$ cat config.mk
export PLATFORM = sky130hd
export DESIGN_NAME = vend_sequencer
export DESIGN_NICKNAME = d
export VERILOG_FILES = /design/src/rtl/vend_sequencer.sv
export SDC_FILE = /design/constraint.sdc
export NUM_CORES = 1
export LEC_CHECK = 0
export BUFFER_PORTS_ARGS = -buffer_cell sky130_fd_sc_hd__buf_2
export CAP_MARGIN = 10
export CORE_MARGIN = 2
export CORE_UTILIZATION = 54
export DETAILED_ROUTE_END_ITERATION = 6
export PLACE_DENSITY = 0.78
export SETUP_SLACK_MARGIN = 0.05
export SLEW_MARGIN = 25
export SYNTH_ARGS = -nofsm -noshare
export SYNTH_HDL_FRONTEND = slang
export SYNTH_SLANG_ARGS = --single-unit
$ cat constraint.sdc
create_clock -name clk -period 2.15 [get_ports clk]
set_clock_uncertainty 0.2 [all_clocks]
set_input_delay 0.215 -clock clk [delete_from_list [all_inputs] [get_ports clk]]
set_output_delay 0.215 -clock clk [all_outputs]
set_load 0.005 [all_outputs]
$ cat src/rtl/vend_sequencer.sv
`default_nettype none
// ============================================================================
// Module   : vend_sequencer
// Brief    : Coin pulse conditioning and physical vend sequencing around the
//            coffee-vending FSM (motor run, change ejection, FSM clear).
// Revision : 1.0
// ============================================================================
module vend_sequencer #(
  parameter int MOTOR_CYCLES = 8,
  parameter int DROP_CYCLES  = 2,
  parameter int GAP_CYCLES   = 2
) (
  input  logic        clk,
  input  logic        rst,
  input  logic        coin_in_50,
  input  logic        coin_in_100,
  input  logic        coin_in_200,
  input  logic        fsm_cafe,
  input  logic        fsm_t50,
  input  logic        fsm_t100,
  input  logic        fsm_t200,
  input  logic [3:0]  fsm_state,
  output logic        fsm_r50,
  output logic        fsm_r100,
  output logic        fsm_r200,
  output logic        fsm_clr,
  output logic        accept_en,
  output logic        motor_on,
  output logic        drop_50,
  output logic        drop_100,
  output logic        coin_reject,
  output logic [15:0] sold_count
);

  localparam int c_MAX_DG  = (DROP_CYCLES > GAP_CYCLES) ? DROP_CYCLES : GAP_CYCLES;
  localparam int c_CNT_MAX = (MOTOR_CYCLES > c_MAX_DG) ? MOTOR_CYCLES : c_MAX_DG;
  localparam int c_CNT_W   = (c_CNT_MAX > 1) ? $clog2(c_CNT_MAX) : 1;

  localparam logic [c_CNT_W-1:0] c_MOTOR_LAST = c_CNT_W'(MOTOR_CYCLES - 1);
  localparam logic [c_CNT_W-1:0] c_DROP_LAST  = c_CNT_W'(DROP_CYCLES - 1);
  localparam logic [c_CNT_W-1:0] c_GAP_LAST   = c_CNT_W'(GAP_CYCLES - 1);
  localparam logic [c_CNT_W-1:0] c_CNT_ONE    = c_CNT_W'(1);

  // No transition between two non-CLEAR states passes through 2'b10, so the
  // decoded fsm_clr (an asynchronous clear downstream) cannot glitch.
  localparam logic [1:0] c_ST_ACCEPT = 2'b00;
  localparam logic [1:0] c_ST_VEND   = 2'b01;
  localparam logic [1:0] c_ST_CHANGE = 2'b11;
  localparam logic [1:0] c_ST_CLEAR  = 2'b10;

  logic [1:0]         r_state;
  logic [1:0]         w_state_nxt;
  logic [2:0]         r_prev;
  logic [2:0]         r_pend;
  logic [2:0]         r_issue;
  logic [c_CNT_W-1:0] r_cnt;
  logic               r_drop_hi;
  logic [2:0]         r_units;
  logic [15:0]        r_sold_count;

  logic [2:0]         w_coin;
  logic [2:0]         w_edge;
  logic               w_accept;
  logic               w_can_issue;
  logic [2:0]         w_pick;
  logic [2:0]         w_pend_nxt;
  logic               w_units_ge2;
  logic               w_unused_state;

  // The sequencer never needs the FSM's state word itself.
  assign w_unused_state = ^fsm_state;

  assign w_coin      = {coin_in_200, coin_in_100, coin_in_50};
  assign w_edge      = w_coin & ~r_prev;
  assign w_accept    = (r_state == c_ST_ACCEPT);
  assign w_units_ge2 = |r_units[2:1];
  // A pulse is never issued while the previous one is still high, which
  // leaves a blank cycle for fsm_cafe to settle before the next decision.
  assign w_can_issue = w_accept & ~fsm_cafe & ~(|r_issue);

  always_comb begin
    w_pick = 3'b000;
    if (w_can_issue) begin
      if (r_pend[0])      w_pick = 3'b001;
      else if (r_pend[1]) w_pick = 3'b010;
      else if (r_pend[2]) w_pick = 3'b100;
    end
  end

  always_comb begin
    w_pend_nxt = 3'b000;
    if (w_accept && !fsm_cafe) begin
      w_pend_nxt = (r_pend & ~w_pick) | w_edge;
    end
  end

  // State register
  always_ff @(posedge clk or posedge rst) begin
    if (rst) begin
      r_state <= c_ST_ACCEPT;
    end else begin
      r_state <= w_state_nxt;
    end
  end

  // Next-state logic
  always_comb begin
    w_state_nxt = r_state;
    case (r_state)
      c_ST_ACCEPT: begin
        if (fsm_cafe) w_state_nxt = c_ST_VEND;
      end
      c_ST_VEND: begin
        if (r_cnt == c_MOTOR_LAST) begin
          w_state_nxt = (r_units == 3'd0) ? c_ST_CLEAR : c_ST_CHANGE;
        end
      end
      c_ST_CHANGE: begin
        if (!r_drop_hi && (r_cnt == c_GAP_LAST) && (r_units == 3'd0)) begin
          w_state_nxt = c_ST_CLEAR;
        end
      end
      c_ST_CLEAR: w_state_nxt = c_ST_ACCEPT;
      default:    w_state_nxt = c_ST_ACCEPT;
    endcase
  end

  // Coin conditioning, timing counter, change units and sales counter
  always_ff @(posedge clk or posedge rst) begin
    if (rst) begin
      r_prev       <= 3'b000;
      r_pend       <= 3'b000;
      r_issue      <= 3'b000;
      r_cnt        <= '0;
      r_drop_hi    <= 1'b0;
      r_units      <= 3'd0;
      r_sold_count <= 16'd0;
    end else begin
      r_prev  <= w_coin;
      r_pend  <= w_pend_nxt;
      r_issue <= w_pick;
      case (r_state)
        c_ST_ACCEPT: begin
          if (fsm_cafe) begin
            // Change in 50-units: t50 + 2*t100 + 4*t200 is the flags as binary.
            r_units <= {fsm_t200, fsm_t100, fsm_t50};
            r_cnt   <= '0;
            if (r_sold_count != 16'hFFFF) begin
              r_sold_count <= r_sold_count + 16'd1;
            end
          end
        end
        c_ST_VEND: begin
          if (r_cnt == c_MOTOR_LAST) begin
            r_cnt     <= '0;
            r_drop_hi <= 1'b1;
          end else begin
            r_cnt <= r_cnt + c_CNT_ONE;
          end
        end
        c_ST_CHANGE: begin
          if (r_drop_hi) begin
            if (r_cnt == c_DROP_LAST) begin
              r_cnt     <= '0;
              r_drop_hi <= 1'b0;
              r_units   <= w_units_ge2 ? (r_units - 3'd2) : (r_units - 3'd1);
            end else begin
              r_cnt <= r_cnt + c_CNT_ONE;
            end
          end else begin
            if (r_cnt == c_GAP_LAST) begin
              r_cnt     <= '0;
              r_drop_hi <= 1'b1;
            end else begin
              r_cnt <= r_cnt + c_CNT_ONE;
            end
          end
        end
        default: r_cnt <= '0;
      endcase
    end
  end

  // Output decode
  always_comb begin
    accept_en   = 1'b0;
    motor_on    = 1'b0;
    fsm_clr     = 1'b0;
    drop_50     = 1'b0;
    drop_100    = 1'b0;
    case (r_state)
      c_ST_ACCEPT: accept_en = 1'b1;
      c_ST_VEND:   motor_on  = 1'b1;
      c_ST_CHANGE: begin
        drop_100 = r_drop_hi & w_units_ge2;
        drop_50  = r_drop_hi & (r_units == 3'd1);
      end
      c_ST_CLEAR:  fsm_clr   = 1'b1;
      default:     accept_en = 1'b0;
    endcase
    // An edge landing on its own issue cycle re-arms the flag, so it is kept.
    coin_reject = w_accept ? |(w_edge & r_pend & ~w_pick) : |w_edge;
  end

  assign fsm_r50    = r_issue[0];
  assign fsm_r100   = r_issue[1];
  assign fsm_r200   = r_issue[2];
  assign sold_count = r_sold_count;

endmodule
`default_nettype wire

==> metrics.md, run 1 <==
| Metric | Value |
|---|---|
| Most common cell after layout, fill and taps aside | dfrtp_1 |
| Critical path's slowest cell | dfrtp_1 |
| Crit-path cells | nor3_2, buf_4, nand3b_1, nor2_1, o22ai_1, buf_2 |
| Slew Limit Fails | 0 |
| Synthesis Warnings | 0 |
| Die area | 3780 um^2 |
| Post-Syn Area | between 1500 and 2000 um^2 |
| Top sig layer | met4 |
| Critical Path Start Type | register |
| Crit path kind | register to output port |
| Final setup viols | 0 |
| Worst Hold Class | primary input to register |
| Status | finished, final reports clean |
| Diodes inserted | 0 |
| Via count | 1497 |
| Top Family by Delay on Critical Path | simple AND/OR/NAND/NOR gates |
| CTS tree | yes |
| Drt pass-1 iters | 4 |
| Placed cells | 261 |
| Syn Nets | 203 |
| Top Ports | 38 |
| Crit path DAT | 1620 ps |
| CP bufs+invs | 2 |
| TNS Setup | 0 ps |
| Drt initial violations | 91 |
| Pin count of the biggest net entering global routing | 35 |
| Syn-to-layout area delta | 21.5% |
| Worst setup EP type | output port |
| Final Hold Vio Count | 0 |
| Post-layout net count | roughly 250 |
| Worst path max stage delay | 440 ps |
| # rows | 20 |
| Gp weighted congestion | 0.876 |
| Routed length on met1 | approximately 1.6 mm |
| Routed vias/inst | 5.46 |
| Clock latency on the worst-skew pair | 330 ps |
| Tmin final | 2030 ps |
| Clock slew at reported path FFs | 100 ps |
| WP data required | 1740 ps |
| Detailed Route WL | 3.77 mm |
| Total global-route track usage | 0.218 |
| Syn avg cell area | 9.87 um^2 |
| Share of post-route cells with drive strength above 1 | 0.248 |
| Max Cap Violations | 0 |
| H-tree depth | 2 |
| Post-synth ARST share | 1.00 |
| # DRC | 0 |
| Max Fanout on Critical Path | 5 |
| # fillers | 274 |
| DP HPWL | between 2 and 3 mm |
| CTS Sinks | 34 |
| Number of global-route vias before repair | 1427 |
| Final Cycle Share | 0.946 |
| Lkg Pwr | between 1 and 1.5 nW |
| Worst slew pin tran | between 400 and 500 ps |
| CTS max path bufs | 2 |
| Maximum clock rate | 0.492 GHz |
| Seq/Total Area, Yosys | 0.476 |
| Final std cells w/o fill | roughly 270 |
| Main flop type after synthesis | dfrtp_1 |
| Die Height | 61.5 um |
| Port bufs | 33 |
| Most frequent cells in the layout | dfrtp_1 (34), buf_2 (33), nor2_1 (20) |
| First-pass GRT wire length | 6.10 mm |
| Core footprint | roughly 3100 um^2 |
| Wirelength per Cell | between 10 and 15 um |
| DRT antenna net count | 0 |
| Met2 WL | 1.96 mm |
| Post-synth EDFFs | 0 |
| Flops & latches, synth | 34 |
| Max VDD drop | 0.000683 V |
| Mapped Cells | 181 |
| Cell variety after synth | 38 |
| Initial antenna violation count | 0 |
| TritonCTS buffer count | 5 |
| Die Wd | 61.5 um |
| Remaining Overflow, GRT | 0 |
| CTS root buf | clkbuf_4 |
| Initial core utilization | 0.576 |
| Unrepaired setup endpoints after global routing | true |
| Met3 WL | 163 um |
| Slew headroom | 0.680 |
| PwrDens | 910 nW/um^2 |
-- final timing paths --
kind	slack, ps	from	to	cells after the start
max in group asynchronous	1120	rst	sold_count[15]	4
worst min-delay path	20	fsm_t200	r_units[2]	3
worst max register to register	220	r_state[0]	sold_count[13]	4
min in group asynchronous	320	rst	sold_count[13]	4
worst min register to register	320	sold_count[0]	sold_count[0]	1
worst max-delay path	120	r_state[0]	coin_reject	6
-- worst min-delay path: cells and delay by family --
family / cells / cell delay, ps
compound gates: 2 / 210
buf+inv: 1 / 80
-- area by class of cell --
type	count	area, um^2	share of cell area
multi-input cells	134	910	0.419
flip-flops and latches	34	851	0.392
repair buffers	45	270	0.124
clock buffers	5	37.5	0.0173
inverters	10	37.5	0.0173
clock inverters	2	10.0	0.00461
well taps	44	55.1	0.0254
-- synthesized netlist by cell type, drive strengths merged (3+ instances only) --
cell	instances	share of area
a21oi	10	0.028
and3	3	0.011
dfrtp	34	0.48
ha	9	0.063
inv	10	0.021
nand2	12	0.025
nand2b	3	0.011
nand3	4	0.011
nand4	7	0.033
nor2	21	0.044
nor2b	5	0.018
nor3	7	0.020
nor4	5	0.034
o21ai	11	0.031
xnor2	6	0.029
xor2	7	0.034
-- sequential cells by signal (all words and copies together), names as in the netlist --
| name | count |
|---|---|
| sold_count | 16 |
| r_pend | 3 |
| r_cnt | 3 |
| r_state | 2 |
| r_units | 3 |
| r_drop_hi | 1 |
| r_issue | 3 |
| r_prev | 3 |
-- power breakdown --
| group | switching, mW | internal [mW] | total (mW) |
|---|---|---|---|
| sequential | 0.124 | 0.754 | 0.878 |
| clock | 0.205 | 0.118 | 0.323 |
| combinational | 0.427 | 0.349 | 0.776 |
-- logic make-up (layout without fill, tap and decap cells) --
logic type | count (synthesis) | after routing | share of synthesized area
xor+xnor | 13 | 13 | 0.0637
flops | 34 | 34 | 0.476
fa+ha+maj | 9 | 9 | 0.0630
buf+inv | 13 | 62 | 0.0280
simple gates | 75 | 75 | 0.240
compound gates | 35 | 35 | 0.117
mux | 2 | 2 | 0.0126
-- metal layers --
layer	GRT usage	up-vias
li1	-	732
met4	0.0821	0
met1	0.267	716
met5	0	-
met2	0.383	44
met3	0.0378	5
-- timing repair --
action                                  4_1_cts  5_1_grt
endpoints found under the setup margin        1        2
hold buffers                                  6        0
resized for setup                             1        4
buffers inserted                              0        0
endpoints found under the hold margin        41        0
-- through the flow --
stage          hold slack, ps   util  total power, mW  instance area, um^2  setup slack [ps]
6_report                 21.8  0.700             1.98                 2170               117
5_1_grt                  29.8  0.700             2.15                 2170              20.0
4_1_cts                  3.41  0.693             1.98                 2150              84.9
3_5_place_dp              130  0.657             1.64                 2040               240
3_3_place_gp              125  0.657             1.58                 2040               326
2_1_floorplan            46.4      -             1.38                 1790               346
Power figures use the tool's default switching activity.
==> inputs of run 2 (changes only) <==
--- a/config.mk
+++ b/config.mk
@@ -5,10 +5,11 @@
 export SDC_FILE = /design/constraint.sdc
 export NUM_CORES = 1
 export LEC_CHECK = 0
+export ABC_AREA = 1
 export BUFFER_PORTS_ARGS = -buffer_cell sky130_fd_sc_hd__buf_2
 export CAP_MARGIN = 10
 export CORE_MARGIN = 2
-export CORE_UTILIZATION = 54
+export CORE_UTILIZATION = 55
 export DETAILED_ROUTE_END_ITERATION = 6
 export PLACE_DENSITY = 0.78
 export SETUP_SLACK_MARGIN = 0.05
==> run 2 against run 1 <==
  * Via count is 18% higher
  * Clock power is 84% higher
  * Sequential share of layout area is 3.8 points lower
  * Register-to-register slack better by 120 ps
  * Worst hold slack better by 23 ps
  * Combinational power is 8.5% lower
  * Sequential cell count stayed put
  * Die area is 10% higher
  * Fmax is 2.0% higher
  * Critical path type unchanged
  * Critical endpoint unchanged
  * Highest routed layer unchanged
==> metrics.md, run 2 <==
| Metric | Value |
|---|---|
| Critical Path Start Type | register |
| Remaining Overflow, GRT | 0 |
| PwrDens | 895 nW/um^2 |
| Seq/Total Area, Yosys | 0.421 |
| Sw Ratio | 0.362 |
| P_int | around 1.4 mW |
| Max reg flops | 16 |
| Die Wd | ~65 um |
| Crit path DAT | 1580 ps |
| Synth Area in Compound Gates | 0.0651 |
| Drt initial violations | 88 |
| Pin count of the biggest net entering global routing | 35 |
| Total global-route track usage | 0.218 |
| Wirelength per Cell | 11.4 um |
| # rows | 22 |
| Share of the synthesized area in the top cell type | 0.421 |
| Most frequent cell after synthesis | nand2_1 |
| Design Power | 2.15 mW |
| Share of post-route cells with drive strength above 1 | 0.192 |
| Fin area | 2400 um^2 |
| Most common cell after layout, fill and taps aside | nand2_1 |
| Tmin final | 1990 ps |
| Top Ports | 38 |
| Syn avg cell area | about 7.6 um^2 |
| Crit path kind | register to output port |
| Gp weighted congestion | 0.853 |
| Syn Nets | 289 |
| Final Hold Vio Count | 0 |
| DP Area | 2230 um^2 |
| Port bufs | 33 |
| Combinational power share | 0.330 |
| RR Startpoint | sold_count[1] |
| Adder-cell area share of the yosys netlist | 0.0558 |
| Worst Setup SP | r_state[0] |
| Critical path's slowest cell | dfrtp_1 |
| CTS max path bufs | 2 |
| Post-synth ARST share | 1.00 |
| Max Cap Violations | 0 |
| Synth area leaders | dfrtp_1 (42%), nand2_1 (17%), inv_1 (7.1%) |
| Die area | 4170 um^2 |
| WP data required | 1740 ps |
| Final std cells w/o fill | 361 |
| Detailed Route WL | 4.12 mm |
| Min-delay src | fsm_t50 |
| Worst Reg-to-Reg Cells | 7 |
| DRT antenna net count | 0 |
| Worst path max stage delay | 420 ps |
| TNS Setup | 0 ps |
| Final Cycle Share | 0.927 |
| Clock slew at reported path FFs | 70 ps |
| Slew Limit Fails | 0 |
| Layout Utilization | 0.666 |
| Post-layout net count | between 300 and 400 |
| First-pass GRT wire length | 7.09 mm |
| CTS Sinks | 34 |
| Clock latency on the worst-skew pair | 290 ps |
| # fillers | between 300 and 400 |
| Initial antenna violation count | 0 |
| Largest family of logic cells by synthesized area | simple AND/OR/NAND/NOR gates |
| Crit-path cells | inv_2, nand2_4, nor2_4, nand3_1, a21oi_1, nand3_1, buf_2 |
| Most frequent CP cell | nand3_1 |
| Final setup viols | 0 |
| Flops & latches, synth | 34 |
| Max VDD drop | 0.000516 V |
| Die Height | ~65 um |
| Main flop type after synthesis | dfrtp_1 |
| Initial core utilization | 0.560 |
| Yosys top cell by area | dfrtp_1 |
| Core footprint | 3610 um^2 |
| Mapped Cells | 267 |
| Worst Hold Class | primary input to register |
| Placed cells | around 350 |
| # DRC | 0 |
| Syn-to-layout area delta | 19.0% |
| Worst Hold End | r_units[0] |
| Post-Syn Area | ~2000 um^2 |
| Worst slew pin tran | 435 ps |
| Maximum clock rate | roughly 0.5 GHz |
| Max Fanout on Critical Path | 6 |
| Worst reg-to-reg setup slack | 340 ps |
| Synthesis Warnings | 0 |
| Clock Power Share | 0.276 |
| Status | finished, final reports clean |
| Unrepaired setup endpoints after global routing | false |
| Via count | 1773 |
| XOR/XNOR share of the synthesized area | 0.0434 |
| Worst setup EP type | output port |
| Hold depth | 5 |
| Cell variety after synth | 30 |
| CTS root buf | clkbuf_8 |
| DP HPWL | 2.90 mm |
| Slew headroom | 0.710 |
| Lkg Pwr | 1.29 nW |
| CTS tree | yes |
| Post-synthesis mux area share | 0 |
| Most frequent cells in the layout | nand2_1 (91), inv_1 (37), dfrtp_1 (34) |
| FF-to-FF End | sold_count[4] |
| Post-synth EDFFs | 0 |
| H-tree depth | 2 |
| Post-synthesis simple-gate area fraction | 0.325 |
| Switching pwr | 0.780 mW |
| TritonCTS buffer count | 5 |
| Synth cell count leaders | nand2_1 (92), inv_1 (38), dfrtp_1 (34), nor2_1 (30), nand3_1 (15) |
| Reg power frac | 0.394 |
| Routed vias/inst | between 4 and 5 |
| Drt pass-1 iters | 4 |
| Number of global-route vias before repair | 1672 |
| Diodes inserted | 0 |
## run 2: cell count changes after synthesis, sizes merged, moves of 5 or more
cell   before  now
nand2      12   95
nand3       4   16
nor3        7    2
nor4        5    0
nor2b       5    0
inv        10   39
nor2       21   33
## run 2: worst max path at each step
| stage | end | cells after the start |
|---|---|---|
| 3_3_place_gp | sold_count[15] | 9 |
| 6_report | coin_reject | 7 |
| 3_5_place_dp | sold_count[10] | 9 |
| 4_1_cts | coin_reject | 9 |
| 5_1_grt | coin_reject | 9 |
| 2_1_floorplan | sold_count[4] | 9 |
## run 2: timing repair
action                                 4_1_cts  5_1_grt
endpoints found under the hold margin       37        0
setup endpoints to repair                    0        1
buffers inserted                             0        2
resized for setup                            0        3
hold buffers                                 4        0
## run 2: power by group through the flow
stage               combinational (mW)  clock, mW  sequential [mW]
floorplan                        0.539          0            0.835
global placement                 0.671          0            0.853
detailed placement               0.691          0            0.858
CTS                              0.701      0.607            0.847
global route                     0.831      0.637            0.859
finish                           0.710      0.593            0.848
## run 2: through the flow
stage               hold slack (ps)  worst slack (ps)
global placement                127               386
global route                   57.6              57.5
floorplan                      46.4               483
CTS                            46.5               110
finish                         44.7               157
detailed placement              137               365
## run 2: layout make-up
type | instances | area, um^2 | share of cell area
multi-input combinational | 191 | 996 | 0.415
timing repair buffer | 41 | 235 | 0.0979
clock buffer | 5 | 68.8 | 0.0286
tap | 48 | 60.1 | 0.0250
clock inverter | 3 | 45.0 | 0.0188
inverter | 39 | 146 | 0.0609
sequential | 34 | 851 | 0.354
## run 2: cell families after synthesis
kind of cell    Yosys count
buf+inv                  42
simple gates            151
flops                    34
xor+xnor                 10
fa+ha+maj                 9
compound gates           21
## run 2: critical path, delay by kind of cell (launching register included)
family | cells | cell delay (ps)
buffers and inverters | 2 | 230
DFF | 1 | 420
AOI/OAI and AO/OA | 1 | 150
and+or+nand+nor | 4 | 480
## run 2: per-layer routing
layer	vias up	routed length, um	track usage
li1	915	-	-
met3	12	177	0.0469
met2	43	2000	0.359
met1	803	1850	0.272
met5	-	0	0
met4	0	95	0.109
==> inputs of run 3 (changes only) <==
--- a/config.mk
+++ b/config.mk
@@ -5,11 +5,11 @@
 export SDC_FILE = /design/constraint.sdc
 export NUM_CORES = 1
 export LEC_CHECK = 0
-export ABC_AREA = 1
 export BUFFER_PORTS_ARGS = -buffer_cell sky130_fd_sc_hd__buf_2
 export CAP_MARGIN = 10
+export CORE_ASPECT_RATIO = 0.5
 export CORE_MARGIN = 2
-export CORE_UTILIZATION = 55
+export CORE_UTILIZATION = 54
 export DETAILED_ROUTE_END_ITERATION = 6
 export PLACE_DENSITY = 0.78
 export SETUP_SLACK_MARGIN = 0.05
==> run 3 against run 2 <==
  * Fmax fell by 1.5%
  * Largest cell class unchanged
  * Cell count is 26% lower
  * Sequential power is 3.7% higher
  * Count of clock-buffer cells in the layout did not move
  * Wire length shrank 12%
  * Combinational power grew 9.6%
  * Sequential share of layout area rose by 3.1 points
  * Utilization rose by 5.0 points
  * Non-clock buffer count unchanged
==> metrics.md, run 3 (synthesized netlist as in run 1, its figures left out) <==
| Metric | Value |
|---|---|
| Drt initial violations | 87 |
| Via count | 1451 |
| Gp weighted congestion | 0.823 |
| DP HPWL | ~2.5 mm |
| Crit path kind | register to output port |
| Pin count of the biggest net entering global routing | 35 |
| Final setup viols | 0 |
| Maximum clock rate | just under 0.5 GHz |
| Worst slew pin tran | about 500 ps |
| Remaining Overflow, GRT | 0 |
| Drt pass-1 iters | 4 |
| Max VDD drop | 0.000773 V |
| Critical Path Start Type | register |
| Max reg flops | 16 |
| Worst setup EP type | output port |
| Slew headroom | 0.662 |
| Wirelength per Cell | 13.5 um |
| Critical path's slowest cell | dfrtp_1 |
| First-pass GRT wire length | approximately 6 mm |
| Worst path max stage delay | between 300 and 400 ps |
| H-tree depth | 2 |
| Clock slew at reported path FFs | 80 ps |
| Placed cells | between 200 and 300 |
| Postcts setup bufs | 0 |
| Worst Reg-to-Reg Cells | 5 |
| Final Cycle Share | 0.941 |
| Crit path DAT | 1610 ps |
| Unrepaired setup endpoints after global routing | true |
| Setup slack after layout | 127 ps |
| Clock latency on the worst-skew pair | about 290 ps |
| Top Ports | 38 |
| Max Fanout on Critical Path | 4 |
| Initial antenna violation count | 0 |
| Die Height | 44.7 um |
| FF-to-FF End | r_units[0] |
| Core footprint | 3080 um^2 |
| Port bufs | 33 |
| Total global-route track usage | 0.207 |
| CTS root buf | clkbuf_8 |
| Die area | 3810 um^2 |
| Syn-to-layout area delta | 23.5% |
| Final std cells w/o fill | between 200 and 300 |
| Diodes inserted | 0 |
| CTS tree | yes |
| Post-layout net count | 248 |
| Detailed Route WL | 3.61 mm |
| Max Cap Violations | 0 |
| Fin area | 2210 um^2 |
| DP Area | 2020 um^2 |
| # DRC | 0 |
| Placement Setup Slack | 260 ps |
| PwrDens | 1070 nW/um^2 |
| TritonCTS buffer count | 5 |
| Lkg Pwr | roughly 1.1 nW |
| Min Hold Slack | 9.86 ps |
| Tmin final | around 2000 ps |
| RR Startpoint | r_cnt[0] |
| Worst reg-to-reg setup slack | 260 ps |
| TNS Setup | 0 ps |
| Routed vias/inst | 5.43 |
| Number of global-route vias before repair | 1330 |
| CTS max path bufs | 2 |
| Hold depth | 3 |
| Worst Hold End | r_units[1] |
| Top Family by Delay on Critical Path | simple AND/OR/NAND/NOR gates |
| CTS Sinks | 34 |
| Initial core utilization | 0.580 |
| DRT antenna net count | 0 |
| Worst Hold Class | primary input to register |
| Most frequent cells in the layout | dfrtp_1 (34), buf_2 (33), nor2_1 (20) |
| # rows | 14 |
| Slew Limit Fails | 0 |
| Status | finished, final reports clean |
| Min-delay src | fsm_t100 |
| # fillers | 232 |
| Crit-path cells | nor3_1, nand3b_1, nor2_1, o22ai_1, buf_2 |
| Die Wd | 85.3 um |
| WP data required | 1740 ps |
| Share of post-route cells with drive strength above 1 | 0.242 |
| Most common cell after layout, fill and taps aside | dfrtp_1 |
| Final Hold Vio Count | 0 |
| CP bufs+invs | 1 |
[run 3: changes by cell type in the layout (fill, tap and decap cells not counted), sizes merged, moves of 12 or more]
cell / previous run / this run
inv: 39 / 10
nand3: 16 / 4
nand2: 95 / 12
nor2: 33 / 21
[run 3: how the worst max path moves through the flow]
stage                     cells after the start  startpoint  slack (ps)              to
after CTS                                     6  r_state[0]         110     coin_reject
after detailed placement                      6    r_cnt[1]         260      r_units[1]
after global routing                          5  r_issue[1]          40     coin_reject
after global placement                        5  r_state[0]         310     coin_reject
after floorplan                               4  r_state[0]         350  sold_count[10]
final                                         5  r_issue[1]         130     coin_reject
[run 3: layout make-up]
type	count	area, um^2	area share
inverter	10	37.5	0.0170
timing repair buffer	41	235	0.107
tap	40	50.0	0.0227
multi-input combinational	134	896	0.406
sequential	34	851	0.385
clock buffer	5	68.8	0.0312
clock inverter	3	68.8	0.0312
[run 3: tightest hold or removal path, cell delays in order]
cell and delay, ps:
buf_2 70, a211oi_1 60, a21oi_1 110
[run 3: report_power, final]
group | internal, mW | total, mW | switching (mW) | leakage (nW)
Clock | 0.465 | 0.712 | 0.248 | 0.0683
Sequential | 0.755 | 0.879 | 0.124 | 0.429
Combinational | 0.336 | 0.778 | 0.442 | 0.599
Total | 1.56 | 2.37 | 0.814 | 1.10
[run 3: timing repair]
action,4_1_cts,5_1_grt
gates resized for setup,1,2
endpoints found under the setup margin,1,4
endpoints found under the hold margin,37,0
hold buffers,4,0
[run 3: layer usage]
layer	share of wire	track usage	routed length [um]
met2	0.47	0.342	1710
met3	0.047	0.0522	171
met4	0.012	0.0825	45
met5	0	0	0
met1	0.47	0.270	1690
[run 3: through the flow]
| step | utilization | power (mW) |
|---|---|---|
| final | 0.716 | 2.37 |
| after global routing | 0.716 | 2.52 |
| after CTS | 0.714 | 2.36 |
| after detailed placement | 0.655 | 1.63 |
| after global placement | 0.655 | 1.58 |
| after floorplan | - | 1.38 |
